### src/rtl/pipe_scheduler.sv
// Game-level scheduler for the scrolling pipe field: IDLE/PLAY/OVER FSM, scroll strobes, pipe spawning and score.
// Optional macro DIFFICULTY_RAMP_EN: shrink spawn spacing every LEVEL_PIPES spawns, down to MIN_SPACING.
module pipe_scheduler #(
  parameter int GAP_H        = 3,
  parameter int INIT_SPACING = 12,
  parameter int MIN_SPACING  = 6,
  parameter int LEVEL_PIPES  = 4,
  parameter int BIRD_COL     = 2
) (
  input  logic        Clock,
  input  logic        Reset,
  input  logic        tick,
  input  logic        start,
  input  logic        collision,
  output logic        scroll_en,
  output logic [15:0] pipe_col,
  output logic        spawn,
  output logic        pipes_clear,
  output logic        playing,
  output logic        game_over,
  output logic [7:0]  score
);

  typedef enum logic [1:0] {
    S_IDLE = 2'd0,
    S_PLAY = 2'd1,
    S_OVER = 2'd2
  } state_t;

  localparam logic [15:0] LFSR_SEED = 16'hACE1;
  localparam logic [3:0]  INIT_SP   = 4'(INIT_SPACING);

  state_t      state_q, state_d;
  logic [15:0] lfsr_q, lfsr_d;
  logic        scroll_en_q, scroll_en_d;
  logic        spawn_q, spawn_d;
  logic [15:0] pipe_col_q, pipe_col_d;
  logic [3:0]  spacing_cnt_q, spacing_cnt_d;
  logic [15:0] marker_q, marker_d;
  logic [7:0]  score_q, score_d;
  logic [3:0]  spacing_cur;

`ifdef DIFFICULTY_RAMP_EN
  localparam logic [3:0] MIN_SP   = 4'(MIN_SPACING);
  localparam logic [3:0] LEVEL_N  = 4'(LEVEL_PIPES);
  logic [3:0] spacing_q, spacing_d;
  logic [3:0] level_cnt_q, level_cnt_d;
  logic [3:0] level_next;
  assign spacing_cur = spacing_q;
`else
  assign spacing_cur = INIT_SP;
`endif

  // Gap start is folded back into range so the opening never wraps past row 15.
  function automatic logic [15:0] gap_pattern(input logic [3:0] seed);
    logic [15:0] pat;
    int          g;
    g = int'(seed);
    if (g > 16 - GAP_H) g = g - (16 - GAP_H);
    for (int i = 0; i < 16; i++) begin
      pat[i] = !((i >= g) && (i < g + GAP_H));
    end
    return pat;
  endfunction

  function automatic logic [7:0] sat_inc(input logic [7:0] v);
    return (v == 8'hFF) ? v : v + 8'd1;
  endfunction

  always_comb begin
    state_d       = state_q;
    lfsr_d        = {lfsr_q[0] ^ lfsr_q[2] ^ lfsr_q[3] ^ lfsr_q[5], lfsr_q[15:1]};
    scroll_en_d   = 1'b0;
    spawn_d       = 1'b0;
    pipe_col_d    = 16'h0000;
    spacing_cnt_d = spacing_cnt_q;
    marker_d      = marker_q;
    score_d       = score_q;
`ifdef DIFFICULTY_RAMP_EN
    spacing_d     = spacing_q;
    level_cnt_d   = level_cnt_q;
    level_next    = level_cnt_q + 4'd1;
`endif
    case (state_q)
      S_IDLE: begin
        if (start) begin
          state_d       = S_PLAY;
          score_d       = 8'd0;
          spacing_cnt_d = 4'd0;
          marker_d      = 16'h0000;
`ifdef DIFFICULTY_RAMP_EN
          spacing_d     = INIT_SP;
          level_cnt_d   = 4'd0;
`endif
        end
      end
      S_PLAY: begin
        if (collision) begin
          state_d = S_OVER;
        end else if (tick) begin
          scroll_en_d = 1'b1;
          if (spacing_cnt_q == 4'd0) begin
            spawn_d       = 1'b1;
            pipe_col_d    = gap_pattern(lfsr_q[3:0]);
            spacing_cnt_d = spacing_cur - 4'd1;
`ifdef DIFFICULTY_RAMP_EN
            // Spacing change only takes effect at the following reload.
            if (level_next == LEVEL_N) begin
              level_cnt_d = 4'd0;
              if (spacing_q > MIN_SP) spacing_d = spacing_q - 4'd1;
            end else begin
              level_cnt_d = level_next;
            end
`endif
          end else begin
            spacing_cnt_d = spacing_cnt_q - 4'd1;
          end
          // Marker mirrors the field, so the score moves on the same edge as the strobe.
          marker_d = {marker_q[14:0], spawn_d};
          if (marker_d[BIRD_COL]) score_d = sat_inc(score_q);
        end
      end
      S_OVER: begin
        if (start) state_d = S_IDLE;
      end
      default: state_d = S_IDLE;
    endcase
  end

  always_ff @(posedge Clock) begin
    if (Reset) begin
      state_q       <= S_IDLE;
      lfsr_q        <= LFSR_SEED;
      scroll_en_q   <= 1'b0;
      spawn_q       <= 1'b0;
      pipe_col_q    <= 16'h0000;
      spacing_cnt_q <= 4'd0;
      marker_q      <= 16'h0000;
      score_q       <= 8'd0;
`ifdef DIFFICULTY_RAMP_EN
      spacing_q     <= INIT_SP;
      level_cnt_q   <= 4'd0;
`endif
    end else begin
      state_q       <= state_d;
      lfsr_q        <= lfsr_d;
      scroll_en_q   <= scroll_en_d;
      spawn_q       <= spawn_d;
      pipe_col_q    <= pipe_col_d;
      spacing_cnt_q <= spacing_cnt_d;
      marker_q      <= marker_d;
      score_q       <= score_d;
`ifdef DIFFICULTY_RAMP_EN
      spacing_q     <= spacing_d;
      level_cnt_q   <= level_cnt_d;
`endif
    end
  end

  assign scroll_en   = scroll_en_q;
  assign spawn       = spawn_q;
  assign pipe_col    = pipe_col_q;
  assign score       = score_q;
  assign pipes_clear = (state_q == S_IDLE);
  assign playing     = (state_q == S_PLAY);
  assign game_over   = (state_q == S_OVER);

endmodule

### config.mk
export PLATFORM = sky130hd
export DESIGN_NAME = pipe_scheduler
export DESIGN_NICKNAME = d
export VERILOG_FILES = /design/src/rtl/pipe_scheduler.sv
export SDC_FILE = /design/constraint.sdc
export NUM_CORES = 1
export LEC_CHECK = 0
export CORE_UTILIZATION = 30
export DETAILED_ROUTE_END_ITERATION = 16
export DONT_BUFFER_PORTS = 1
export GPL_TIMING_DRIVEN = 0
export SLEW_MARGIN = 20
export SYNTH_ARGS = -nofsm -noshare
export SYNTH_HDL_FRONTEND = slang
export SYNTH_SLANG_ARGS = --single-unit
export TNS_END_PERCENT = 1
### constraint.sdc
create_clock -name Clock -period 5.2 [get_ports Clock]
set_input_delay 1.04 -clock Clock [delete_from_list [all_inputs] [get_ports Clock]]
set_output_delay 1.04 -clock Clock [all_outputs]
set_load 0.02 [all_outputs]
==> qor.txt, run 1 <==
H-tree lvl count: 2
n_diodes: 0
Clk Latency, worst-skew pair: 310 ps
leak pwr: 0.995 nW
initial antenna violation count: 0
Final Max Slew Viols: 0
Clock Tree Root: clkbuf_8
pre-CTS setup slack: 1420 ps
relative slew slack: 0.437
minimum clock period: 3860 ps
crit path buf inv count: 5
commonest non-fill, non-tap cells in the layout: 50 x dfxtp_1, 32 x nor2_1, 21 x a21oi_1, 17 x ha_1
DRT iter0 DRCs: 73
register bit total from synthesis: 50
sum of negative setup slack: 0 ps
io pins: 34
final net count: 297
Die Span Y: 90.8 µm
core footprint: 0.00769 mm²
sequential share of the synthesized area: 0.423
adder-cell share of the synthesized area: 0.0899
commonest non-fill, non-tap cell in the layout: dfxtp_1
post-synthesis xor/xnor area fraction: 0.0296
# hold bufs at CTS: 0
vias in the first global route: 1724
delay-heaviest family, CP: simple AND/OR/NAND/NOR gates
Critical Path AT: 4080 ps
main combinational cell family by area after synthesis: simple AND/OR/NAND/NOR gates
multiplexer share of the synthesized area: 0
vias per inst: 4.85
final period utilization: 0.742
CTS buffer count: 5
clk slew on worst S/H paths: 100 ps
Crit Path Class: register to register
# Post-CTS Setup Buffers: 0
top cells by area, synth: dfxtp_1 42%, ha_1 9.0%, nor2_1 5.1%, a21oi_1 4.4%, nor2b_1 3.4%
final setup fails: 0
worst setup margin: 1340 ps
Core Rows: 32
largest area contributor in the netlist: dfxtp_1
Routed wire per std cell: 12.2 µm
first-pass GRT wire length: 7860 µm
Synth Warn #: 0
post-synth cell types: 50
unrepaired setup endpoints after global routing: false
die area: 0.00825 mm²
max frequency: 259 MHz
drt first pass iters: 4
die width: 90.8 µm
clk sink count: 50
critical path's largest stage delay: 380 ps
run status: finished, final reports clean
worst slew pin tran: 841 ps
Max IR drop VDD: 0.000108 V
starting density of the core: 0.308
DRT Wirelength: 4610 µm
final hold vios: 0
number of routed nets with antenna violations: 0
max_cap viols: 0
largest net degree at the start of global routing: 18
EDFF count, synth: 0
Synth Instances: 263
Critical Path Source Type: register
PwrDens: 289 mW/mm²
vias: 1833
top-area cell type share of the netlist area: 0.423
Setup crit end kind: register
slowest library cell on the worst path: a22oi_1
CTS tree: done
share of cells above drive strength 1: 0.109
HPWL after detailed placement: 3370 µm
total global-route track usage: 0.117
share of flip-flops with an asynchronous set or reset: 0
Cell Chain, Critical Path: buf_4 -> inv_1 -> ha_1 -> or3_1 -> a22oi_1 -> inv_1 -> ha_1 -> nor3_1 -> inv_1 -> ha_1 -> nor4b_1 -> nand2_1 -> nor3_4 -> buf_6 -> o21ai_0 -> a21oi_1
Post-route DRC: 0
clock buffer depth: 2
IO buf count: 0
CP Max Fanout: 10
Placer Congestion: 0.839
simple-gate area share of the yosys netlist: 0.248
post-synthesis compound-gate area fraction: 0.167
CP required: 5420 ps
Overflow after GRT: 0
syn avg cell area: 9.00 µm²
Post-Syn Area: 0.00237 mm²
Setup Skew: 9.16 ps
Post-CTS Resized: 0
synthesis-to-finish area growth: 11.3%
Hold Crit Class: register to register
Main synth FF type: dfxtp_1
## kinds of logic (layout without fill, tap and decap cells)
kind of cell,Yosys count,after routing
buffers and inverters,22,30
flip-flops,50,50
other,1,6
AND/OR/NAND/NOR,105,105
AO/OA/AOI/OAI,60,60
XOR/XNOR,8,8
adder cells (fa/ha/maj),17,17
## power breakdown
part | switching (mW) | internal (mW) | total (mW)
combinational | 0.0467 | 0.0284 | 0.0750
clock | 0.139 | 0.147 | 0.286
sequential | 0.00627 | 0.394 | 0.400
## per-layer routing
metal | wire, µm | global-route usage | vias up
met3 | 274 | 0.0345 | 7
li1 | - | - | 935
met1 | 2230 | 0.148 | 833
met4 | 58 | 0.0463 | 0
met5 | 0 | 0 | -
met2 | 2040 | 0.184 | 58
## layout make-up
cell class / count / area (µm²)
Buffer: 9 / 48.8
Clock buffer: 5 / 68.8
Clock inverter: 3 / 47.5
Multi-Input combinational cell: 196 / 1290
Tap cell: 102 / 128
Fill cell: 828 / 5050
Sequential cell: 50 / 1000
Inverter: 13 / 48.8
## worst paths after layout
check	from	to	cells after the start	slack, ps
max reg2reg	lfsr_q[1]	pipe_col[8]	16	1340
max	lfsr_q[1]	pipe_col[8]	16	1340
min reg2reg	lfsr_q[12]	lfsr_q[11]	1	420
min	lfsr_q[12]	lfsr_q[11]	1	420
## flip-flops by register name (all words and copies together), names as in the netlist
register / cells
lfsr_q: 16
pipe_col: 16
score: 8
spawn: 1
state_q: 2
spacing_cnt_q: 4
marker_q: 2
scroll_en: 1
## stage by stage
| step | hold WS (ps) | cell area [µm²] | util | power [mW] | instances |
|---|---|---|---|---|---|
| final | 418 | 2640 | 0.343 | 0.761 | 378 |
| after detailed placement | 393 | 2520 | 0.328 | 0.484 | 370 |
| after floorplan | 389 | 2390 | - | 0.468 | 268 |
| after global routing | 432 | 2640 | 0.343 | 0.796 | 378 |
| after global placement | 393 | 2510 | 0.327 | 0.482 | 370 |
| after CTS | 421 | 2640 | 0.343 | 0.771 | 378 |
## Yosys cell counts (3+ instances only)
library cell	number
xor2_1	5
nand3_1	3
a22oi_1	5
a31oi_1	4
nand2b_1	8
or2_2	7
o211ai_1	3
clkbuf_1	3
nor2_1	32
dfxtp_1	50
o21ai_0	11
nor4b_1	4
a21oi_1	21
nor2b_1	13
xnor2_1	3
nor3_1	4
nand2_1	10
inv_1	13
nand4_1	7
nor3b_1	3
ha_1	17
buf_2	3
Power figures use the tool's default switching activity.
==> run 2, diff against run 1 <==
==> constraint.sdc (replaced) <==
create_clock -name Clock -period 3.3 [get_ports Clock]
set_input_delay 0.66 -clock Clock [delete_from_list [all_inputs] [get_ports Clock]]
set_output_delay 0.66 -clock Clock [all_outputs]
set_load 0.02 [all_outputs]
==> qor.txt, run 2 (synthesis results as in run 1) <==
run status: finished, final reports clean
Post-route DRC: 0 (unchanged)
sink of the worst hold path: lfsr_q[11]
Placer Congestion: 0.839 (unchanged)
CP required: 3530 ps (-1890 ps)
Critical Path Source Type: register
total global-route track usage: 0.117 (+0.000356)
DRT Wirelength: 4810 µm (+4.3%)
sw frac: 0.256 (+0.00391)
Clk Latency, worst-skew pair: 310 ps (about the same)
relative slew slack: 0.435 (-0.00115)
Routed wire per std cell: 12.5 µm (+2.9%)
Hold Slack: 418 ps (+0.00100 ps)
commonest non-fill, non-tap cells in the layout: 50 x dfxtp_1, 32 x nor2_1, 20 x a21oi_1, 15 x ha_1, 13 x nor2b_1
path length in cells of the critical path: 16 (unchanged)
Flop pwr share: 0.521 (-0.005)
synthesis-to-finish area growth: 15.8%
CTS buffer count: 5 (unchanged)
reg2reg setup slack: 200 ps (-1140 ps)
vias: 1878 (+2.5%)
critical path's largest stage delay: 370 ps (about the same)
IO buf count: 0 (unchanged)
final setup fails: 0 (unchanged)
Hold Crit Class: register to register
first-pass GRT wire length: 7890 µm (+0.43%)
clock buffer depth: 2 (unchanged)
final net count: 302 (+1.7%)
NetSw: 0.311 mW (+62%)
delay-heaviest family, CP: simple AND/OR/NAND/NOR gates
Crit Path Class: register to register
r2r endpoint: pipe_col[4]
PwrDens: 442 mW/mm² (+53%)
die area: 0.00825 mm² (unchanged)
Worst Reg-to-Reg Cells: 16 (unchanged)
DRT iter0 DRCs: 83 (+14%)
io pins: 34 (unchanged)
Final Instance Count excl. Fillers: 383 (+1.3%)
commonest non-fill, non-tap cell in the layout: dfxtp_1
worst slew pin tran: 842 ps (+1.72 ps)
final hold vios: 0 (unchanged)
DP Area: 0.00252 mm² (unchanged)
Max IR drop VDD: 0.000171 V (+58%)
largest net degree at the start of global routing: 18 (unchanged)
Die Span Y: 90.8 µm (unchanged)
Total Power: 1.21 mW (+59%)
drt first pass iters: 4 (unchanged)
share of cells above drive strength 1: 0.160 (+0.0514)
Setup crit end kind: register
power share of the clock group: 0.375 (about the same)
number of routed nets with antenna violations: 0 (unchanged)
Setup Skew: 9.10 ps (-0.0568 ps)
final period utilization: 0.939 (+0.197)
core footprint: 0.00769 mm² (unchanged)
max_cap viols: 0 (unchanged)
H-tree lvl count: 2 (unchanged)
Reg2Reg Launch Point: lfsr_q[1]
Overflow after GRT: 0 (unchanged)
slowest library cell on the worst path: or3_4
CTS tree: done
WHS Path Cells: 1 (unchanged)
Final Max Slew Viols: 0 (unchanged)
placed cells: 370 (unchanged)
Final Cell Area: 0.00274 mm² (+4.0%)
# hold bufs at CTS: 0 (unchanged)
starting density of the core: 0.308 (unchanged)
Clock Tree Root: clkbuf_8
HPWL after detailed placement: 3370 µm (unchanged)
Critical Path AT: 3330 ps (-750 ps)
P_int: 0.901 mW (+58%)
clk sink count: 50 (unchanged)
vias in the first global route: 1723 (-0.058%)
vias per inst: 4.90 (+1.1%)
initial antenna violation count: 0 (unchanged)
crit path buf inv count: 5 (unchanged)
minimum clock period: 3100 ps (-760 ps)
n_diodes: 0 (unchanged)
leak pwr: 1.05 nW (+5.1%)
die width: 90.8 µm (unchanged)
combinational power share: 0.104 (+0.005)
Cell Chain, Critical Path: buf_6 -> inv_1 -> ha_2 -> or3_4 -> a22oi_2 -> inv_2 -> ha_4 -> nor3_4 -> inv_1 -> ha_1 -> nor4b_4 -> nand2_2 -> nor3_4 -> buf_6 -> o211ai_1 -> a21oi_1
origin of the worst min-delay path: lfsr_q[12]
clk slew on worst S/H paths: 100 ps (about the same)
max frequency: 323 MHz (+25%)
Core Rows: 32 (unchanged)
CP Max Fanout: 10 (unchanged)
run 2: worst max-delay path by stage:
| stage | start | endpoint | slack (ps) |
|---|---|---|---|
| 4_1_cts | lfsr_q[1] | pipe_col[8] | 30 |
| 2_1_floorplan | lfsr_q[1] | pipe_col[13] | 90 |
| 5_1_grt | lfsr_q[1] | pipe_col[11] | -2 |
| 6_report | lfsr_q[1] | pipe_col[4] | 200 |
| 3_3_place_gp | lfsr_q[1] | pipe_col[8] | -430 |
| 3_5_place_dp | lfsr_q[1] | pipe_col[1] | -480 |
run 2: layer usage:
metal	GRT usage	up-vias	part of all wire
met5	0	-	0
met3	0.0345	9	0.056
met1	0.147	865	0.48
met4	0.0437	0	0.014
li1	-	945	-
met2	0.189	59	0.45
run 2: area by class of cell:
type,count,area (µm²)
fillers,815,4950
multi-input cells,196,1350
flip-flops and latches,50,1000
well taps,102,128
clock buffers,5,68.8
plain buffers,9,52.6
inverters,13,48.8
clock inverters,3,47.5
repair buffers,5,41.3
run 2: power by group through the flow:
stage	clock, mW	combinational, mW	sequential (mW)
5_1_grt	0.487	0.141	0.633
2_1_floorplan	0	0.0952	0.642
4_1_cts	0.467	0.120	0.631
3_5_place_dp	0	0.117	0.644
6_report	0.454	0.127	0.631
3_3_place_gp	0	0.116	0.644
run 2: timing repair:
| action | in CTS | in global routing |
|---|---|---|
| cloned | 0 | 1 |
| setup endpoints to repair | 14 | 14 |
| resized for setup | 4 | 13 |
| buffers inserted | 2 | 2 |
| pin swaps | 3 | 7 |
run 2: worst reg2reg max path: stages (launching register included):
cell and delay [ps]:
dfxtp_1 340, buf_6 130, inv_1 80, ha_2 210, or3_4 370, a22oi_2 180, inv_2 90, ha_4 190
nor3_4 200, inv_1 60, ha_1 270, nor4b_4 190, nand2_2 90, nor3_4 200, buf_6 160, o211ai_1 80
a21oi_1 190
run 2: stage by stage:
| stage | setup TNS, ps | setup slack [ps] | util |
|---|---|---|---|
| after global routing | -2.21 | -2.21 | 0.357 |
| after floorplan | 0 | 87.3 | - |
| after detailed placement | -5620 | -480 | 0.328 |
| after CTS | 0 | 26.6 | 0.347 |
| after global placement | -4790 | -427 | 0.327 |
| final | 0 | 202 | 0.357 |
==> patch 1: new RTL, settings of run 2 <==
Make the reset (`Reset`) asynchronous in one clocked block.
--- a/src/rtl/pipe_scheduler.sv
+++ b/src/rtl/pipe_scheduler.sv
@@ -127,7 +127,7 @@
     endcase
   end
 
-  always_ff @(posedge Clock) begin
+  always_ff @(posedge Clock or posedge Reset) begin
     if (Reset) begin
       state_q       <= S_IDLE;
       lfsr_q        <= LFSR_SEED;
Check against the original RTL: differs if Reset is asserted again (counterexample within 4 cycles, from zero or initial values and one cycle with Reset high); with Reset held inactive, the same outputs for 10 cycles.
==> patch 1 against run 2 <==
Cell area is 11% higher; clock skew is 0.0024 ns higher; wire length is 17% higher; worst setup slack worse by 0.079 ns; worst hold slack worse by 0.20 ns; sequential share of layout area is 4.9 points higher; synthesized area is 8.4% higher; critical path depth stayed put; sequential cell count stayed put; critical path type unchanged.
Power is not compared: it rests on default switching activity, and its combinational part moved more than twofold at a synthesized area within 25%.
==> patch 1: results (changes against run 2) <==
stage,metric,value,unit,change
run_status,outcome,"complete, no violations",,
drt,Metal-1 WL,2.43,mm,+5.9%
critical_path,biggest cell delay along the critical path,0.57,ns,+0.20 ns
synth,Post-synth top cells,"42 x dfrtp_1, 22 x nor2_1, 19 x nand2_1, 18 x inv_1, 16 x ha_1",,
drt,met3 wire len,314,um,+17%
place,Placer Congestion,0.867,,+3.4%
critical_path,crit path DAT,3.40,ns,+0.07 ns
synth,sequential-to-total area share from yosys stat,49.1,%,+6.9 points
global_routing,met2 Resource Use GR,23.1,%,+4.3 points
global_routing,first-pass GRT wire length,9.27,mm,+17%
cells_and_area,multi-input combinational area share,43.3,%,-6.1 points
clock_tree,post-CTS sizing,17,,+13
cells_and_area,clock network area share,3.12,%,-1.1 points
synth,Cell variety after synth,58,,+16%
drt,Vias,1939,,+3.2%
cells_and_area,multi-input logic area,1320,um^2,-2.6%
clock_tree,postcts setup bufs,6,,+4
cells_and_area,Final non-clock buffer share,5.21,%,+1.8 points
drt,DRT iter0 DRCs,97,,+17%
worst_hold_path,Hold Crit Class,in2async,,
synth,Post-Synth XOR/XNOR Area,2.73,%,-0.23 points
drt,final WL,5.61,mm,+17%
cells_and_area,share of post-route cells with drive strength above 1,24.3,%,+8.3 points
global_routing,GR Util met3,3.06,%,-0.39 points
synth,Compound-Gate Fraction of Synth Area,18.5,%,+1.8 points
cells_and_area,"Inverters, non-clock",20,,+7
cells_and_area,# fillers,821,,+0.74%
place,Place WS,-0.427,ns,+0.0534 ns
synth,cells after synthesis,249,,-5.3%
[patch 1: changes by cell type after synthesis, moves of 5 or more]
cell             run 2  this run
dfxtp_1             50         0
dfrtp_1              0        42
a21oi_1             21        10
nand3_1              3        14
nor2b_1             13         2
nor2_1              32        22
nand2_1             10        19
dfstp_2              0         8
nand2b_1             8         2
a22oi_1              5         0
inv_1               13        18
o31a_1               0         5
[patch 1: worst paths after layout]
path / from / endpoint / slack [ns] / cells past startpoint
max: lfsr_q[0] / pipe_col[0] / 0.12 / 16
min: Reset / pipe_col[14] / 0.22 / 1
max reg2reg: lfsr_q[0] / pipe_col[0] / 0.12 / 16
min reg2reg: lfsr_q[4] / lfsr_q[3] / 0.36 / 0
max in group asynchronous: Reset / pipe_col[15] / 2.58 / 2
min in group Clock: lfsr_q[4] / lfsr_q[3] / 0.36 / 0
==> patch 2: new RTL, flow settings as in run 2 <==
Made on the original files. The option `DIFFICULTY_RAMP_EN` is turned on by a define.
--- a/src/rtl/pipe_scheduler.sv
+++ b/src/rtl/pipe_scheduler.sv
@@ -1,5 +1,7 @@
 // Game-level scheduler for the scrolling pipe field: IDLE/PLAY/OVER FSM, scroll strobes, pipe spawning and score.
 // Optional macro DIFFICULTY_RAMP_EN: shrink spawn spacing every LEVEL_PIPES spawns, down to MIN_SPACING.
+`define DIFFICULTY_RAMP_EN
+
 module pipe_scheduler #(
   parameter int GAP_H        = 3,
   parameter int INIT_SPACING = 12,
Formal check against the unedited RTL: no difference found for any inputs over 10 cycles, from zero or initial values and one cycle with Reset high; that may be too few to reach the edited logic, so the function may still have changed.
==> patch 2 against run 2 <==
Die area rose by 18%; utilization increased by 0.25 points; count of clock-buffer cells in the layout rose by 6; worst setup slack better by 0.060 ns; via count up 29%; synthesized area up 19%; wire length rose by 32%; cell area rose by 16%; sequential cell count increased by 8; power grew 28%; sequential share of layout area fell by 0.15 points; largest cell class unchanged; largest power group unchanged.
==> patch 2: results (changes against run 2) <==
stage,metric,value,unit,change
global_routing,first-pass GRT wire length,11.0,mm,+39%
timing,Fin Clk Skew,0.00880,ns,-0.000298 ns
synth,Ys Warns,0,,unchanged
global_routing,met2 Resource Use GR,22.0,%,+3.1 points
place,post-DP HPWL,4.49,mm,+33%
synth,sequential-to-total area share from yosys stat,41.3,%,-1.0 points
critical_path,worst r2r path cells,12,,-4
power,maximum vdd drop,0.000209,V,+22%
critical_path,startpoint types,register,,
synth,Synth area leaders,"dfxtp_1 41%, ha_1 7.1%, nor2_1 5.1%",,
synth,Post-Synth Adder-Cell Area,7.12,%,-1.9 points
drt,Vias,2423,,+29%
run_status,outcome,"complete, no violations",,
critical_path,r2r endpoint,pipe_col[13],,
drt,DRT iter0 DRCs,130,,+57%
drt,TritonRoute pass-1 iters,4,,unchanged
critical_path,CP Capture Type,register,,
global_routing,initial antenna violation count,0,,unchanged
critical_path,biggest cell delay along the critical path,0.46,ns,+0.09 ns
global_routing,GRT Total Usage,14.1,%,+2.4 points
global_routing,vias in the first global route,2275,,+32%
critical_path,register-to-register setup slack,0.26,ns,+0.06 ns
clock_tree,Worst-Skew Late Latency,0.33,ns,+0.02 ns
critical_path,crit path DAT,3.30,ns,-0.03 ns
synth,Post-synth top cells,"58 x dfxtp_1, 38 x nor2_1, 27 x a21oi_1, 21 x nand2_1",,
synth,Compound-Gate Fraction of Synth Area,20.5,%,+3.8 points
timing,normalized max-slew margin,60.8,%,+17 points
synth,Post-Synth XOR/XNOR Area,2.18,%,-0.78 points
place,DP Area,2970,um^2,+18%
clock_tree,H-tree Lvls,3,,+1
critical_path,"Slowest-stage cell, CP",dfxtp_1,,
cells_and_area,share of post-route cells with drive strength above 1,9.92,%,-6.1 points
critical_path,r2r startpoint,lfsr_q[0],,
synth,post-synthesis mux area share,1.78,%,+1.8 points
global_routing,largest net degree at the start of global routing,11,,-7
clock_tree,Num CTS Buffers,9,,+4
clock_tree,clock-pin slew on the worst setup and hold paths,0.07,ns,-0.03 ns
drt,final WL,6.36,mm,+32%
place,# port buffers,0,,unchanged
power,cell leakage power,1.22,nW,+17%
cells_and_area,Final #Nets,369,,+22%
synth,Synth async-reset ratio,0,%,unchanged
worst_hold_path,Hold Startpoint,lfsr_q[8],,
place,Placer Congestion,0.857,,+2.2%
synth,Cell variety after synth,55,,+10%
global_routing,GR Util met3,5.46,%,+2.0 points
global_routing,met1 Use GR,18.1,%,+3.4 points
clock_tree,postcts setup bufs,0,,-2
## patch 2: cell count changes after synthesis, moves of 5 or more
cell,run 2,this run
a21oi_1,21,27
dfxtp_1,50,58
clkbuf_1,3,11
o211ai_1,3,10
mux2i_1,0,5
nand3_1,3,13
nor2_1,32,38
nand2_1,10,21
or4_1,0,6
o21ai_0,11,16
## patch 2: area by class of cell
cell class	count	area, um^2
Buffer	13	60.1
Clock buffer	11	151
Clock inverter	5	52.6
Fill cell	931	5700
Inverter	15	56.3
Multi-Input combinational cell	251	1580
Sequential cell	58	1160
Tap cell	108	135
## patch 2: per-stage QoR
stage / setup WS (ns) / cells
2_1_floorplan: 0.251 / 337
3_3_place_gp: -0.381 / 445
3_5_place_dp: -0.420 / 445
4_1_cts: 0.0264 / 461
5_1_grt: -0.0532 / 461
6_report: 0.262 / 461
## patch 2: logic make-up (layout without fill, tap and decap cells)
logic type / Yosys count / after routing
AOI/OAI and AO/OA: 91 / 91
xor gates and xnor gates: 7 / 7
adders and majority gates: 16 / 16
buffers and inverters: 28 / 44
DFF: 58 / 58
muxes: 5 / 5
other: 1 / 6
and+or+nand+nor: 126 / 126
## patch 2: worst min-delay path by stage
stage,endpoint,slack (ns)
after CTS,lfsr_q[6],0.41
after floorplan,lfsr_q[10],0.39
after global routing,lfsr_q[7],0.43
final,lfsr_q[7],0.41
after detailed placement,lfsr_q[7],0.39
after global placement,lfsr_q[7],0.39
## patch 2: per-layer routing
metal	part of all wire, %	vias up
met1	48	1137
li1	-	1218
met3	5.4	7
met4	1.0	0
met2	45	61
met5	0	-
## patch 2: power breakdown
group | total (mW) | switching, mW | internal (mW)
combinational | 0.149 | 0.0976 | 0.0515
sequential | 0.736 | 0.0153 | 0.720
clock | 0.665 | 0.279 | 0.386
total | 1.55 | 0.392 | 1.16
